**config.mk**
```make
export PLATFORM = sky130hd
export DESIGN_NAME = store_monitor
export DESIGN_NICKNAME = d
export VERILOG_FILES = /design/src/rtl/store_monitor_pkg.sv /design/src/rtl/store_monitor_table.sv /design/src/rtl/store_monitor.sv
export SDC_FILE = /design/constraint.sdc
export NUM_CORES = 1
export LEC_CHECK = 0
export CAP_MARGIN = 20
export CORE_UTILIZATION = 60
export CTS_BUF_LIST = sky130_fd_sc_hd__clkbuf_8
export CTS_CLUSTER_SIZE = 10
export DETAILED_ROUTE_END_ITERATION = 8
export GPL_TIMING_DRIVEN = 0
export PLACE_DENSITY_LB_ADDON = 0.12
export SYNTH_ARGS = -nofsm -noshare
export SYNTH_HDL_FRONTEND = slang
export SYNTH_SLANG_ARGS = --single-unit
```
**constraint.sdc**
```tcl
create_clock -name clk -period 20 [get_ports clk]
set_input_delay 4 -clock clk [delete_from_list [all_inputs] [get_ports clk]]
set_output_delay 4 -clock clk [all_outputs]
set_load 0.05 [all_outputs]
```
**src/rtl/store_monitor_pkg.sv**
```systemverilog
// -----------------------------------------------------------------------------
// store_monitor_pkg
// Shared types for the store monitor: FSM state encoding, failure codes and
// the index-width helper used to size table and counter ports.
// -----------------------------------------------------------------------------
package store_monitor_pkg;

  typedef enum logic [1:0] {
    ST_IDLE = 2'd0,
    ST_RUN  = 2'd1,
    ST_PASS = 2'd2,
    ST_FAIL = 2'd3
  } state_e;

  typedef enum logic [1:0] {
    FC_NONE     = 2'd0,
    FC_MISMATCH = 2'd1,
    FC_TIMEOUT  = 2'd2
  } fail_code_e;

  // A one-entry table still needs a one-bit index port.
  function automatic int idx_width(input int depth);
    return (depth > 1) ? $clog2(depth) : 1;
  endfunction

endpackage

```
**src/rtl/store_monitor_table.sv**
```systemverilog
// -----------------------------------------------------------------------------
// store_monitor_table
// Expected-store table: DEPTH entries of {addr, data}, cleared by reset.
//
// Ports
//   clk, reset          clock / asynchronous active-high reset
//   wr_en               write strobe (already qualified by the caller)
//   wr_idx              entry to write; indices >= DEPTH are dropped
//   wr_addr, wr_data    entry contents
//   rd_idx              combinational read index (one bit wider than wr_idx so
//                       it can be driven directly by a 0..DEPTH match count)
//   rd_addr, rd_data    entry contents, 0 when rd_idx >= DEPTH
// -----------------------------------------------------------------------------
module store_monitor_table
  import store_monitor_pkg::*;
#(
  parameter  int WIDTH = 32,
  parameter  int DEPTH = 4,
  localparam int IDXW  = idx_width(DEPTH),
  localparam int CNTW  = IDXW + 1
) (
  input  logic             clk,
  input  logic             reset,
  input  logic             wr_en,
  input  logic [IDXW-1:0]  wr_idx,
  input  logic [WIDTH-1:0] wr_addr,
  input  logic [WIDTH-1:0] wr_data,
  input  logic [CNTW-1:0]  rd_idx,
  output logic [WIDTH-1:0] rd_addr,
  output logic [WIDTH-1:0] rd_data
);

  localparam logic [CNTW-1:0] DEPTH_C = CNTW'(DEPTH);

  logic [WIDTH-1:0] addr_mem [DEPTH];
  logic [WIDTH-1:0] data_mem [DEPTH];

  logic wr_ok;
  assign wr_ok = wr_en && ({1'b0, wr_idx} < DEPTH_C);

  always_ff @(posedge clk or posedge reset) begin
    if (reset) begin
      for (int i = 0; i < DEPTH; i++) begin
        addr_mem[i] <= '0;
        data_mem[i] <= '0;
      end
    end else if (wr_ok) begin
      addr_mem[wr_idx] <= wr_addr;
      data_mem[wr_idx] <= wr_data;
    end
  end

  // Reading past the end (match count == DEPTH) yields zeros rather than
  // aliasing onto a real entry.
  always_comb begin
    rd_addr = '0;
    rd_data = '0;
    if (rd_idx < DEPTH_C) begin
      rd_addr = addr_mem[rd_idx[IDXW-1:0]];
      rd_data = data_mem[rd_idx[IDXW-1:0]];
    end
  end

endmodule

```
**src/rtl/store_monitor.sv**
```systemverilog
// -----------------------------------------------------------------------------
// store_monitor
// Watches the store port of a core and checks that it performs an expected,
// ordered list of stores within a cycle budget. Stores to one benign address
// can be filtered out. Result is sticky until the next start or reset.
//
// State table
//   state   | meaning
//   IDLE    | table may be loaded, stores ignored
//   RUN     | comparing stores against entry[match_cnt], timer running
//   PASS    | all num_exp entries matched in order (pass=1)
//   FAIL    | unexpected store or timeout (fail=1, fail_code says which)
//
// Ports
//   clk, reset                   clock / asynchronous active-high reset
//   memwrite, dataadr, writedata monitored store port
//   ld_en, ld_idx, ld_addr,
//   ld_data                      table load (IDLE only)
//   num_exp                      number of active entries, 0..DEPTH
//   ign_en, ign_addr             benign-address filter
//   start                        begin/restart checking from any state
//   pass, fail, fail_code        registered status
//   match_cnt                    entries matched so far
//   fail_addr, fail_data         store that caused a mismatch (0 on timeout)
// -----------------------------------------------------------------------------
module store_monitor
  import store_monitor_pkg::*;
#(
  parameter  int WIDTH   = 32,
  parameter  int DEPTH   = 4,
  parameter  int TIMEOUT = 1024,
  localparam int IDXW    = idx_width(DEPTH),
  localparam int CNTW    = IDXW + 1
) (
  input  logic             clk,
  input  logic             reset,
  input  logic             memwrite,
  input  logic [WIDTH-1:0] dataadr,
  input  logic [WIDTH-1:0] writedata,
  input  logic             ld_en,
  input  logic [IDXW-1:0]  ld_idx,
  input  logic [WIDTH-1:0] ld_addr,
  input  logic [WIDTH-1:0] ld_data,
  input  logic [CNTW-1:0]  num_exp,
  input  logic             ign_en,
  input  logic [WIDTH-1:0] ign_addr,
  input  logic             start,
  output logic             pass,
  output logic             fail,
  output logic [1:0]       fail_code,
  output logic [CNTW-1:0]  match_cnt,
  output logic [WIDTH-1:0] fail_addr,
  output logic [WIDTH-1:0] fail_data
);

  localparam int            TW      = $clog2(TIMEOUT + 1);
  localparam logic [TW-1:0] TO_LAST = TW'(TIMEOUT - 1);

  state_e           state_q, state_d;
  fail_code_e       fc_q, fc_d;
  logic [CNTW-1:0]  match_q, match_d, match_inc;
  logic [TW-1:0]    cyc_q, cyc_d;
  logic [WIDTH-1:0] fa_q, fa_d;
  logic [WIDTH-1:0] fd_q, fd_d;

  logic [WIDTH-1:0] tbl_addr, tbl_data;
  logic             hit, benign;

  store_monitor_table #(
    .WIDTH (WIDTH),
    .DEPTH (DEPTH)
  ) u_table (
    .clk     (clk),
    .reset   (reset),
    .wr_en   (ld_en && (state_q == ST_IDLE)),
    .wr_idx  (ld_idx),
    .wr_addr (ld_addr),
    .wr_data (ld_data),
    .rd_idx  (match_q),
    .rd_addr (tbl_addr),
    .rd_data (tbl_data)
  );

  assign hit       = ({dataadr, writedata} == {tbl_addr, tbl_data});
  assign benign    = ign_en && (dataadr == ign_addr);
  assign match_inc = match_q + CNTW'(1);

  always_comb begin
    state_d = state_q;
    fc_d    = fc_q;
    match_d = match_q;
    cyc_d   = cyc_q;
    fa_d    = fa_q;
    fd_d    = fd_q;

    if (state_q == ST_RUN) begin
      cyc_d = cyc_q + TW'(1);
      if (num_exp == '0) begin
        state_d = ST_PASS;
      end else if (memwrite && hit) begin
        // A hit wins over the benign filter even if the addresses coincide.
        match_d = match_inc;
        if (match_inc == num_exp) state_d = ST_PASS;
      end else if (memwrite && !benign) begin
        state_d = ST_FAIL;
        fc_d    = FC_MISMATCH;
        fa_d    = dataadr;
        fd_d    = writedata;
      end

      // Timeout only applies when this cycle made no other decision, so a
      // final match on the last budget cycle still passes.
      if ((state_d == ST_RUN) && (cyc_q == TO_LAST)) begin
        state_d = ST_FAIL;
        fc_d    = FC_TIMEOUT;
        fa_d    = '0;
        fd_d    = '0;
      end
    end

    // Restart overrides everything, including a store in the same cycle.
    if (start) begin
      state_d = ST_RUN;
      fc_d    = FC_NONE;
      match_d = '0;
      cyc_d   = '0;
      fa_d    = '0;
      fd_d    = '0;
    end
  end

  always_ff @(posedge clk or posedge reset) begin
    if (reset) begin
      state_q <= ST_IDLE;
      fc_q    <= FC_NONE;
      match_q <= '0;
      cyc_q   <= '0;
      fa_q    <= '0;
      fd_q    <= '0;
    end else begin
      state_q <= state_d;
      fc_q    <= fc_d;
      match_q <= match_d;
      cyc_q   <= cyc_d;
      fa_q    <= fa_d;
      fd_q    <= fd_d;
    end
  end

  assign pass      = (state_q == ST_PASS);
  assign fail      = (state_q == ST_FAIL);
  assign fail_code = fc_q;
  assign match_cnt = match_q;
  assign fail_addr = fa_q;
  assign fail_data = fd_q;

endmodule

```
==> summary.md <==
| Metric | Value |
|---|---|
| FF-to-FF path depth | `13` |
| Critical path data required time | `just over 20 ns` |
| Setup bufs post-CTS | `0` |
| Initial Util | `0.6169` |
| Final instance area | `20860 um^2` |
| Most used flip-flop cell after synthesis | `sky130_fd_sc_hd__dfrtp_1` |
| Clock buffer count from CTS | `54` |
| Clk sink count | `338` |
| Arrival time at the worst endpoint | `7.42 ns` |
| Critical path fanouts, max | `10` |
| Cell type with the highest aggregate area in the netlist | `sky130_fd_sc_hd__dfrtp_1` |
| Iteration-0 DRC Markers | `1019` |
| Standard cell core area | `27180 um^2` |
| Average instance area after synthesis | `roughly 13 um^2` |
| Area of the die | `between 20000 and 30000 um^2` |
| Layout overhead on the synthesized area | `24.42%` |
| Fin nets | `1785` |
| Antenna violations before repair | `3` |
| Count of synthesis-stage warnings from yosys | `0` |
| Number of I/O port buffers | `240` |
| Height of the die | `around 170 um` |
| Deepest clock path buffer count | `3` |
| Largest net degree at the start of global routing | `around 130` |
| Clock Skew | `0.02716 ns` |
| Gp weighted congestion | `0.9730` |
| Max-slew headroom | `0.3379` |
| Quantity of gates resized following cts | `0` |
| Worst slew pin tran | `0.9931 ns` |
| Setup repair after global routing missed its margin | `no` |
| Clock tree root driver cell | `sky130_fd_sc_hd__clkbuf_8` |
| Fillers | `1774` |
| Number of synthesized register bits | `338` |
| Hold depth | `1` |
| Most frequent cells in the layout | `sky130_fd_sc_hd__dfrtp_1 (338), sky130_fd_sc_hd__mux2_2 (258), sky130_fd_sc_hd__clkdlybuf4s50_1 (240)` |
| VDD IR-drop max | `0.00008260 V` |
| Synthesized netlist cell count | `1313` |
| Status | `complete, no violations` |
| Clock input transition at the sequential cells of the worst setup and hold paths | `0.06 ns` |
| Width of the die | `169.2 um` |
| Pins over their slew limit | `0` |
| Max cap viols | `0` |
| Achievable frequency | `between 0.1 and 0.15 GHz` |
| Syn_nets | `1486` |
| Final hold violations | `0` |
| Setup-failing EPs final | `0` |
| Clock network latency to the later pin of the worst-skew pair | `0.61 ns` |
| Portion of the post-synthesis area used by sequential elements | `0.5045` |
| Critical path startpoint category | `input pin` |
| Setup tns final | `0 ns` |
| Overflow left after global routing | `0` |
| ANT nets after route | `0` |
| Fraction of final layout cells sized beyond drive strength 1 | `0.2908` |
| Area of placed instances | `19710 um^2` |
| Half-perimeter wire length after detailed placement | `38.10 mm` |
| GR Util All Layers | `0.3682` |
| Number of hold buffers added after cts | `0` |
| Most common cell after layout, fill and taps aside | `sky130_fd_sc_hd__dfrtp_1` |
| Post-synth EDFFs | `0` |
| Cell Area, Synth | `approximately 17000 um^2` |
| Least setup slack across all paths after layout | `between 10 and 15 ns` |
| Top cells by area, synth | `sky130_fd_sc_hd__dfrtp_1 (50%), sky130_fd_sc_hd__mux2_2 (17%), sky130_fd_sc_hd__mux4_2 (6.0%)` |
| Path type of the worst min-delay path | `register to register` |
| Total wire length | `about 51 mm` |
| Detailed-route via count | `roughly 13000` |
| Yosys cell types | `67` |
| Kind of capture point of the worst setup path | `register` |
| Crit path time final | `6.911 ns` |
| Power density over cell area | `just under 90 nW/um^2` |
| Portion of synthesized cell area occupied by the leading cell type | `0.5045` |
| Standby leakage power | `~9 nW` |
| CP Class | `input pin to register` |
| Async set or reset register ratio after synthesis | `1.000` |
| WL/cell | `25.25 um` |
| Post-DR vias/cell | `6.171` |
| DRC viols | `0` |
| H-tree lvl count | `2` |
| Count of TritonRoute iterations in the first routing pass | `7` |
| Period utilisation layout | `0.3455` |
| First-pass GRT wire length | `roughly 77 mm` |
| Number of ports placed on the die boundary | `242` |
| Row Count | `60` |
| Number of global-route vias before repair | `12728` |
| Pre-CTS worst setup slack | `approximately 13 ns` |
| CTS tree | `done` |
==> sequential cells by signal, indices dropped and copies added, names as in the netlist <==
signal            cells
u_table.addr_mem    128
match_cnt             3
fail_addr            32
u_table.data_mem    128
cyc_q                11
state_q               2
fail_code             2
fail_data            32
==> per-stage QoR <==
| stage | hold slack, ns | std cells | total power, mW | utilization |
|---|---|---|---|---|
| global route | 0.5169 | 2029 | 1.902 | 0.7675 |
| global placement | 0.4800 | 1925 | 1.206 | 0.7224 |
| detailed placement | 0.4890 | 1928 | 1.225 | 0.7253 |
| finish | 0.4977 | 2029 | 1.830 | 0.7675 |
| CTS | 0.5022 | 2026 | 1.833 | 0.7673 |
| floorplan | 0.4708 | 1313 | 1.077 | - |
==> power breakdown <==
part | leakage, nW | switching, mW | internal [mW]
sequential | 4.50 | 0.0559 | 0.788
combinational | 3.81 | 0.190 | 0.186
clock | 0.662 | 0.275 | 0.335
==> kinds of logic after synthesis <==
logic type,count (synthesis),synth area share
AO/OA/AOI/OAI,156,0.07344
XOR/XNOR,68,0.03553
adder cells (fa/ha/maj),2,0.001492
buffers and inverters,93,0.03343
flip-flops,338,0.5045
multiplexers,347,0.2640
AND/OR/NAND/NOR,309,0.08762
==> cell usage after synthesis (4+ instances only) <==
cell,instances
sky130_fd_sc_hd__mux4_1,4
sky130_fd_sc_hd__a21oi_1,8
sky130_fd_sc_hd__nand4_1,29
sky130_fd_sc_hd__mux4_2,45
sky130_fd_sc_hd__dfrtp_1,338
sky130_fd_sc_hd__nand2_1,155
sky130_fd_sc_hd__buf_12,8
sky130_fd_sc_hd__buf_2,8
sky130_fd_sc_hd__xnor2_1,53
sky130_fd_sc_hd__nor4b_1,9
sky130_fd_sc_hd__buf_1,5
sky130_fd_sc_hd__inv_1,15
sky130_fd_sc_hd__nor3b_1,6
sky130_fd_sc_hd__nor4_1,6
sky130_fd_sc_hd__o22ai_1,10
sky130_fd_sc_hd__or3_1,8
sky130_fd_sc_hd__nand3_1,7
sky130_fd_sc_hd__nor3_1,12
sky130_fd_sc_hd__buf_6,5
sky130_fd_sc_hd__o21ai_2,60
sky130_fd_sc_hd__nor2_1,43
sky130_fd_sc_hd__o2111ai_1,7
sky130_fd_sc_hd__xor2_1,15
sky130_fd_sc_hd__mux2i_1,39
sky130_fd_sc_hd__nor2b_1,5
sky130_fd_sc_hd__o21ai_0,19
sky130_fd_sc_hd__nand3b_1,5
sky130_fd_sc_hd__a22oi_1,7
sky130_fd_sc_hd__clkbuf_1,47
sky130_fd_sc_hd__o221ai_1,8
sky130_fd_sc_hd__mux2_2,258
sky130_fd_sc_hd__nand2b_1,10
==> per-layer routing <==
metal,wire (um),track usage
met3,4585,0.07906
met2,24290,0.5935
met1,19990,0.4783
met4,2356,0.1763
met5,0,0
==> area by class of cell <==
cell class                 count  area (um^2)  area share
antenna                        3        7.507   0.0003599
buffer                        78        504.2     0.02417
clock buffer                  72        991.0     0.04751
clock inverter                26        148.9    0.007138
inverter                      15        63.81    0.003059
multi-input combinational    882         7751      0.3716
sequential                   338         8458      0.4055
tap                          372        465.4     0.02231
timing repair buffer         243         2469      0.1183
==> worst paths after layout <==
check                                     startpoint  slack, ns               endpoint
worst max-delay path                     dataadr[29]      13.09          fail_addr[15]
worst min-delay path            u_table.data_mem[78]       0.50   u_table.data_mem[78]
worst max register to register          match_cnt[1]      15.17          fail_addr[15]
worst min register to register  u_table.data_mem[78]       0.50   u_table.data_mem[78]
max in group asynchronous                      reset      15.03  u_table.addr_mem[118]
min in group asynchronous                      reset       3.88               cyc_q[4]
==> worst max-delay path: stages <==
cell and delay (ns):
sky130_fd_sc_hd__clkdlybuf4s50_1 0.69, sky130_fd_sc_hd__nand2b_1 0.17, sky130_fd_sc_hd__o22ai_1 0.09, sky130_fd_sc_hd__or4_1 0.54, sky130_fd_sc_hd__a211oi_2 0.28, sky130_fd_sc_hd__o2111ai_1 0.20
sky130_fd_sc_hd__nor4_2 0.51, sky130_fd_sc_hd__nand2_1 0.20, sky130_fd_sc_hd__o221a_1 0.26, sky130_fd_sc_hd__buf_6 0.17, sky130_fd_sc_hd__buf_12 0.16, sky130_fd_sc_hd__o21ai_2 0.14
No activity file was read; power rests on OpenSTA's default activity.
